**config.mk**
```make
export PLATFORM = sky130hd
export DESIGN_NAME = parking_controller
export DESIGN_NICKNAME = d
export VERILOG_FILES = /design/src/rtl/parking_controller.sv
export SDC_FILE = /design/constraint.sdc
export NUM_CORES = 1
export LEC_CHECK = 0
export CAP_MARGIN = 15
export CORE_MARGIN = 2
export CORE_UTILIZATION = 45
export DETAILED_ROUTE_END_ITERATION = 10
export DONT_BUFFER_PORTS = 1
export PLACE_DENSITY = 0.61
export RECOVER_POWER = 100
export SYNTH_ARGS = -nofsm -noshare
export SYNTH_HDL_FRONTEND = slang
export SYNTH_SLANG_ARGS = --single-unit
```
**constraint.sdc**
```tcl
create_clock -name clk_500Hz -period 2.9 [get_ports clk_500Hz]
set_input_delay 0.29 -clock clk_500Hz [delete_from_list [all_inputs] [get_ports clk_500Hz]]
set_output_delay 0.29 -clock clk_500Hz [all_outputs]
set_load 0.005 [all_outputs]
```
**src/rtl/parking_controller.sv**
```systemverilog
// Four-slot parking gate controller: grants entries/exits, times the gate, tracks occupancy.
// Optional macro PARKING_ALARM_EN adds a sticky alarm output for exits from empty slots.
module parking_controller #(
    parameter int unsigned GATE_CYCLES = 500
) (
    input  logic       clk_500Hz,
    input  logic       reset,
    input  logic       entry_req,
    input  logic       exit_req,
    input  logic [1:0] exit_slot,
    output logic [3:0] occupied,
    output logic [2:0] capacity,
    output logic [1:0] first_empty,
    output logic       gate_open,
    output logic       entry_ack,
    output logic       exit_ack,
    output logic [1:0] entry_slot,
    output logic       reject
`ifdef PARKING_ALARM_EN
    ,
    output logic       alarm
`endif
);

    localparam int unsigned TW = 10;
    localparam logic [TW-1:0] TIMER_LOAD = TW'(GATE_CYCLES - 1);

    typedef enum logic [1:0] {
        IDLE,
        GATE,
        WAIT_REL
    } state_t;

    state_t        state_q;
    logic [3:0]    occupied_q;
    logic [TW-1:0] timer_q;
    logic          gate_q;
    logic          entry_ack_q;
    logic          exit_ack_q;
    logic          reject_q;
    logic [1:0]    entry_slot_q;
`ifdef PARKING_ALARM_EN
    logic          alarm_q;
`endif

    logic [2:0] capacity_c;
    logic [1:0] first_empty_c;
    logic       exit_ok;
    logic       entry_ok;

    always_comb begin
        capacity_c = 3'd4 - (3'(occupied_q[0]) + 3'(occupied_q[1])
                           + 3'(occupied_q[2]) + 3'(occupied_q[3]));
        first_empty_c = 2'd0;
        for (int unsigned i = 4; i > 0; i--) begin
            if (!occupied_q[i-1]) begin
                first_empty_c = 2'(i - 1);
            end
        end
    end

    assign exit_ok  = exit_req && occupied_q[exit_slot];
    assign entry_ok = entry_req && (capacity_c != 3'd0);

    always_ff @(posedge clk_500Hz) begin
        if (reset) begin
            state_q      <= IDLE;
            occupied_q   <= '0;
            timer_q      <= '0;
            gate_q       <= 1'b0;
            entry_ack_q  <= 1'b0;
            exit_ack_q   <= 1'b0;
            reject_q     <= 1'b0;
            entry_slot_q <= '0;
`ifdef PARKING_ALARM_EN
            alarm_q      <= 1'b0;
`endif
        end else begin
            entry_ack_q <= 1'b0;
            exit_ack_q  <= 1'b0;
            reject_q    <= 1'b0;
            case (state_q)
                IDLE: begin
                    // Exit has priority; a held entry is re-evaluated when IDLE returns.
                    if (exit_ok) begin
                        occupied_q[exit_slot] <= 1'b0;
                        exit_ack_q            <= 1'b1;
                        gate_q                <= 1'b1;
                        timer_q               <= TIMER_LOAD;
                        state_q               <= GATE;
                    end else if (entry_ok) begin
                        occupied_q[first_empty_c] <= 1'b1;
                        entry_slot_q              <= first_empty_c;
                        entry_ack_q               <= 1'b1;
                        gate_q                    <= 1'b1;
                        timer_q                   <= TIMER_LOAD;
                        state_q                   <= GATE;
                    end else if (entry_req || exit_req) begin
                        reject_q <= 1'b1;
                        state_q  <= WAIT_REL;
`ifdef PARKING_ALARM_EN
                        if (exit_req) begin
                            alarm_q <= 1'b1;
                        end
`endif
                    end
                end
                GATE: begin
                    if (timer_q == '0) begin
                        gate_q  <= 1'b0;
                        state_q <= IDLE;
                    end else begin
                        timer_q <= timer_q - TW'(1);
                    end
                end
                WAIT_REL: begin
                    if (!entry_req && !exit_req) begin
                        state_q <= IDLE;
                    end
                end
                default: state_q <= IDLE;
            endcase
        end
    end

    assign occupied    = occupied_q;
    assign capacity    = capacity_c;
    assign first_empty = first_empty_c;
    assign gate_open   = gate_q;
    assign entry_ack   = entry_ack_q;
    assign exit_ack    = exit_ack_q;
    assign entry_slot  = entry_slot_q;
    assign reject      = reject_q;
`ifdef PARKING_ALARM_EN
    assign alarm       = alarm_q;
`endif

endmodule

```
== Yosys cells after proc, flatten, opt, wreduce, memory -nomap -nowiden ==
Index checks and enable logic that the tools add are counted.
W data, S select, Z words.
Operators by class
  add/subtract/negate cells: 5
  multipliers: 0
  divide/modulo/power cells: 0
  $lt $le $gt $ge: 4
  eq/ne operators: 7
  shift operators: 0
  mux-type cells: 29
  bitwise gates (word level): 5
  reductions and logical operators: 21
Operator list (number)
  $mux W10: 3
  $pmux W10 S2: 1
  $mux W2: 9
  $reduce_and A3 Y1: 4
  $logic_not A10 Y1: 1
  $sub A10 B1 Y10 const B: 1
  $mux W1: 9
  $mux W4: 2
  $lt A2 B3 Y1 const B: 2
  $ne A2 B2 Y1 const B: 3
  $pmux W2 S3: 1
  $logic_and A1 B1 Y1: 5
  $and A4 B4 Y4: 1
  $demux W1 S2: 2
  $ge A2 B1 Y1 const B: 2
  $ne A4 B4 Y1 const B: 1
  $not A4 Y4: 1
  $or A4 B4 Y4: 1
  $reduce_bool A2 Y1: 2
  $reduce_or A4 Y1: 1
  $add A2 B1 Y3: 1
  $add A3 B1 Y3: 1
  $ne A3 B3 Y1 const B: 1
  $reduce_bool A3 Y1: 1
  13 further kinds: 15
Word-level totals
  flip-flop bits (word level): 22
  latch bits: 0
  RAM bits: 0
  bits in read-only memories: 0
  input bits: 6
  output and inout bits: 15
  word-level logic and storage cells: 79
  memories: 0

== Depth between registers and ports, before layout ==
  depth after elaboration: 11
  mapped depth: 8
  gate-level depth less buffers: 8

== Least setup slack after synthesis ==
OpenSTA, ideal clock, no wires.
  path kind: register to register
  start point: reg occupied_q[1], in the netlist occupied[1]
  end point: reg timer_q[5]
  setup time: 0.115 ns
  arrival: 2.189 ns
  required time: 2.785 ns
  setup slack: 0.596 ns
  stages on the path, launching flop included: 9
  buffers on the path: 0
  clock period less this slack: 2.304 ns
  path through: dfxtp_1 > fa_1 > inv_1 > ha_1 > ha_1 > nor3_4 > o2bb2ai_2 > mux2_2 > o21a_1
On the way
  cells in the longest elaborated chain, start to end: 8
  elaborated cells between the ends (all ways): 13
  classes of those cells: add/sub: 4; eq/ne: 1; mux: 4; reduce/logical: 4
RTL lines
  start: declaration: line 35  | logic [3:0] occupied_q;
  start signal: assignment: line 68  | occupied_q <= '0;
  start signal: indexed assignment: line 86  | occupied_q[exit_slot] <= 1'b0;
  start signal: indexed assignment: line 92  | occupied_q[first_empty_c] <= 1'b1;
  $add A1 B1 Y2: line 52  | capacity_c = 3'd4 - (3'(occupied_q[0]) + 3'(occupied_q[1])
  $add A2 B1 Y3: line 53  | + 3'(occupied_q[2]) + 3'(occupied_q[3]));
  $add A3 B1 Y3: line 53
  $sub A3 B3 Y3: line 52
  net capacity[1]: line 12  | output logic [2:0] capacity,
  $reduce_bool A3 Y1: line 63  | assign entry_ok = entry_req && (capacity_c != 3'd0);
  $logic_and A1 B1 Y1: line 63
  $ne A3 B3 Y1 (no source line)
  $reduce_and A3 Y1 (no source line)
  end signal: assignment: line 113  | timer_q <= timer_q - TW'(1);
  end: declaration: line 36  | logic [TW-1:0] timer_q;
The timed path passes the listed nets, and every way through them passes these cells. The select of a mux whose other input is x is not followed.
A chain may end at the register's enable or synchronous reset.

== Worst setup path in the final report ==
  start point: reg occupied_q[1], in the netlist occupied[1]
  end point: reg timer_q[6]
The elaborated chain is that of the path after synthesis.

==> results.md <==
* Status: finished, final reports clean
* First-pass GRT wire length at 4260 µm
* Number of hold-repair buffers added at the cts stage at 0
* CP most frequent cell: ha_1
* Hold Crit Start: reset
* Post-Synthesis Cells at 126
* CP Class: flip-flop to flip-flop
* Die Wd at 55.9 µm
* Area growth, synth to finish at 1.14%
* Setup repair bufs after CTS at 0
* Layout cell share with drive strength beyond 1 at 12.0%
* Worst Tran Pin Value at 0.472 ns
* CORE AREA at 0.00252 mm²
* DR pass1 iterations at 4
* Tmin final at 2.51 ns
* Asr flop ratio synth at 0%
* Die Height at 55.9 µm
* Arrival time at the worst endpoint at 2.68 ns
* H-Tree Depth at 1
* Pins Over Slew Limit at 0
* Via density at 6.14
* CTS tree: built
* Synth Flop Type: dfxtp_1
* RSZ-0062 raised after global routing: false
* CP peak stage delay at 0.56 ns
* Initial antenna violation count at 0
* 1st-iter DRT viols at 29
* Mapped Nets at 137
* Largest net degree at the start of global routing at 20
* Top Ports at 21
* Clock tree sinks at 22
* Synthesized area at 0.00121 mm²
* # setup viols final at 0
* Syn Area/Cell at 9.60 µm²
* Slew headroom at 68.5%
* Setup_tns at 0 ns
* Total CTS buffers at 3
* Final hold slack at 0.0360 ns
* Final hold vios at 0
* Post-DP HPWL at 1840 µm
* Tot GR Track Use at 16.8%
* Vias in the first global route at 980
* Leak at 0.462 nW
* EDFF count, synth at 0
* Post-DR wirelength/cell at 15.7 µm
* Crit start category: flip-flop
* Crit share post-route at 86.6%
* Worst Clk Skew at 0.0128 ns
* CP Cell Sequence: fa_1, inv_1, ha_1, ha_1, nor3_4, o2bb2ai_2, nor3_1, a2111oi_0
* Final Util at 48.5%
* CP Launch Point: occupied[1]
* Gp weighted congestion at 0.758
* CTS resizes at 0
* ANT cells at 0
* VDD IR max at 0.000362 V
* Largest buffer count on any clock path at 2
* Synthesized flop and latch total at 22
* Top-count cell post-synth: dfxtp_1
* CP Max Fanout at 7
* Crit. End Element: flip-flop
* Max_cap viols at 0
* Post-route ant nets at 0
* Nets at 138
* Die area at 0.00312 mm²
* Synth top area share at 36.4%
* Post-synth top area cell: dfxtp_1
* Commonest cells post-synth: dfxtp_1, nor2_1, a21oi_1, inv_1, nand3_1
* Pwr dens at 816 mW/mm²
* Root buf cell: clkbuf_4
* Sequential fraction of the synthesis area at 36.4%
* Critical path data required time at 3.07 ns
* Placed insts at 152
* Min-Delay Path Class: input port to flip-flop
* Slowest CP cell: fa_1
* WL final at 2430 µm
* Netlist cell types at 49
* Synthesis warning total at 0
* GRT overflow at 0
* Fmax at 0.398 GHz
* Starting Density at 48.0%
* Top post-synthesis cells by area: dfxtp_1, ha_1, nor2_1
* Drt drc at 0
* R2R Path Start: occupied[1]
* Worst path bufs/invs at 1
* Worst skew pair latency at 0.30 ns
* Clock-pin slew on the worst setup and hold paths at 0.12 ns
* Pwr Total at 0.000999 W
* DR vias at 951
* Cell Count, Final, Fillers Out at 155
* CP top delay family: adder cells
* Row count at 18
* IO Port Bufs at 0
[cell families (layout without fill, tap and decap cells)]
| logic type | count (synthesis) | after routing | share of synthesized area (%) |
|---|---|---|---|
| simple gates | 54 | 54 | 28.1 |
| mux | 5 | 5 | 5.38 |
| compound gates | 29 | 29 | 19.4 |
| flops | 22 | 22 | 36.4 |
| fa+ha+maj | 5 | 5 | 5.79 |
| buf+inv | 11 | 10 | 4.86 |
[layer usage]
| layer | share of wire, % | wire length [µm] | vias to the layer above | GRT usage [%] |
|---|---|---|---|---|
| met5 | 0 | 0 | - | 0 |
| met4 | 0.49 | 12 | 0 | 6.12 |
| met3 | 3.2 | 78 | 2 | 3.26 |
| met2 | 49 | 1190 | 16 | 27.0 |
| met1 | 47 | 1150 | 458 | 22.5 |
| li1 | - | - | 475 | - |
[layout make-up]
| type | instances | area, µm² |
|---|---|---|
| fillers | 245 | 1300 |
| repair buffers | 1 | 7.51 |
| well taps | 30 | 37.5 |
| flip-flops and latches | 22 | 440 |
| clock buffers | 3 | 22.5 |
| multi-input cells | 93 | 693 |
| inverters | 6 | 22.5 |
[flip-flops by register name (all words and copies together), names as in the netlist]
register,cells
reject,1
state_q,2
entry_slot,2
timer_q,10
entry_ack,1
gate_open,1
occupied,4
exit_ack,1
[report_power, final]
group | total (W) | switching [W] | internal [W]
clock | 0.000135 | 0.0000862 | 0.0000484
sequential | 0.000448 | 0.0000800 | 0.000368
combinational | 0.000417 | 0.000233 | 0.000184
[placed cells by master (no fill, tap or decap), types with 2 or more instances in the layout]
| cell type | count |
|---|---|
| mux2i_1 | 2 |
| nor3b_1 | 4 |
| inv_1 | 6 |
| clkbuf_4 | 3 |
| nand3b_1 | 4 |
| a21oi_1 | 6 |
| nand2b_1 | 3 |
| o21ai_0 | 2 |
| nor3_1 | 5 |
| nor4_2 | 2 |
| ha_1 | 4 |
| o21a_1 | 2 |
| nor4_1 | 3 |
| nand3_1 | 6 |
| dfxtp_1 | 22 |
| nand2_1 | 3 |
| a31oi_1 | 4 |
| and3_1 | 3 |
| a2bb2oi_1 | 2 |
| nor2_1 | 12 |
[stage by stage]
| step | setup WS, ns | instance area, µm² |
|---|---|---|
| after CTS | 0.386 | 1240 |
| final | 0.388 | 1220 |
| after floorplan | 0.596 | 1210 |
| after global placement | 0.459 | 1220 |
| after detailed placement | 0.417 | 1220 |
| after global routing | 0.219 | 1220 |
[final timing paths]
check / depth (start not counted) / end / slack (ns)
min reg2reg: 2 / timer_q[3] / 0.52
max: 8 / timer_q[6] / 0.39
max reg2reg: 8 / timer_q[6] / 0.39
min: 1 / gate_open / 0.04
(Power assumes the default switching activity.)
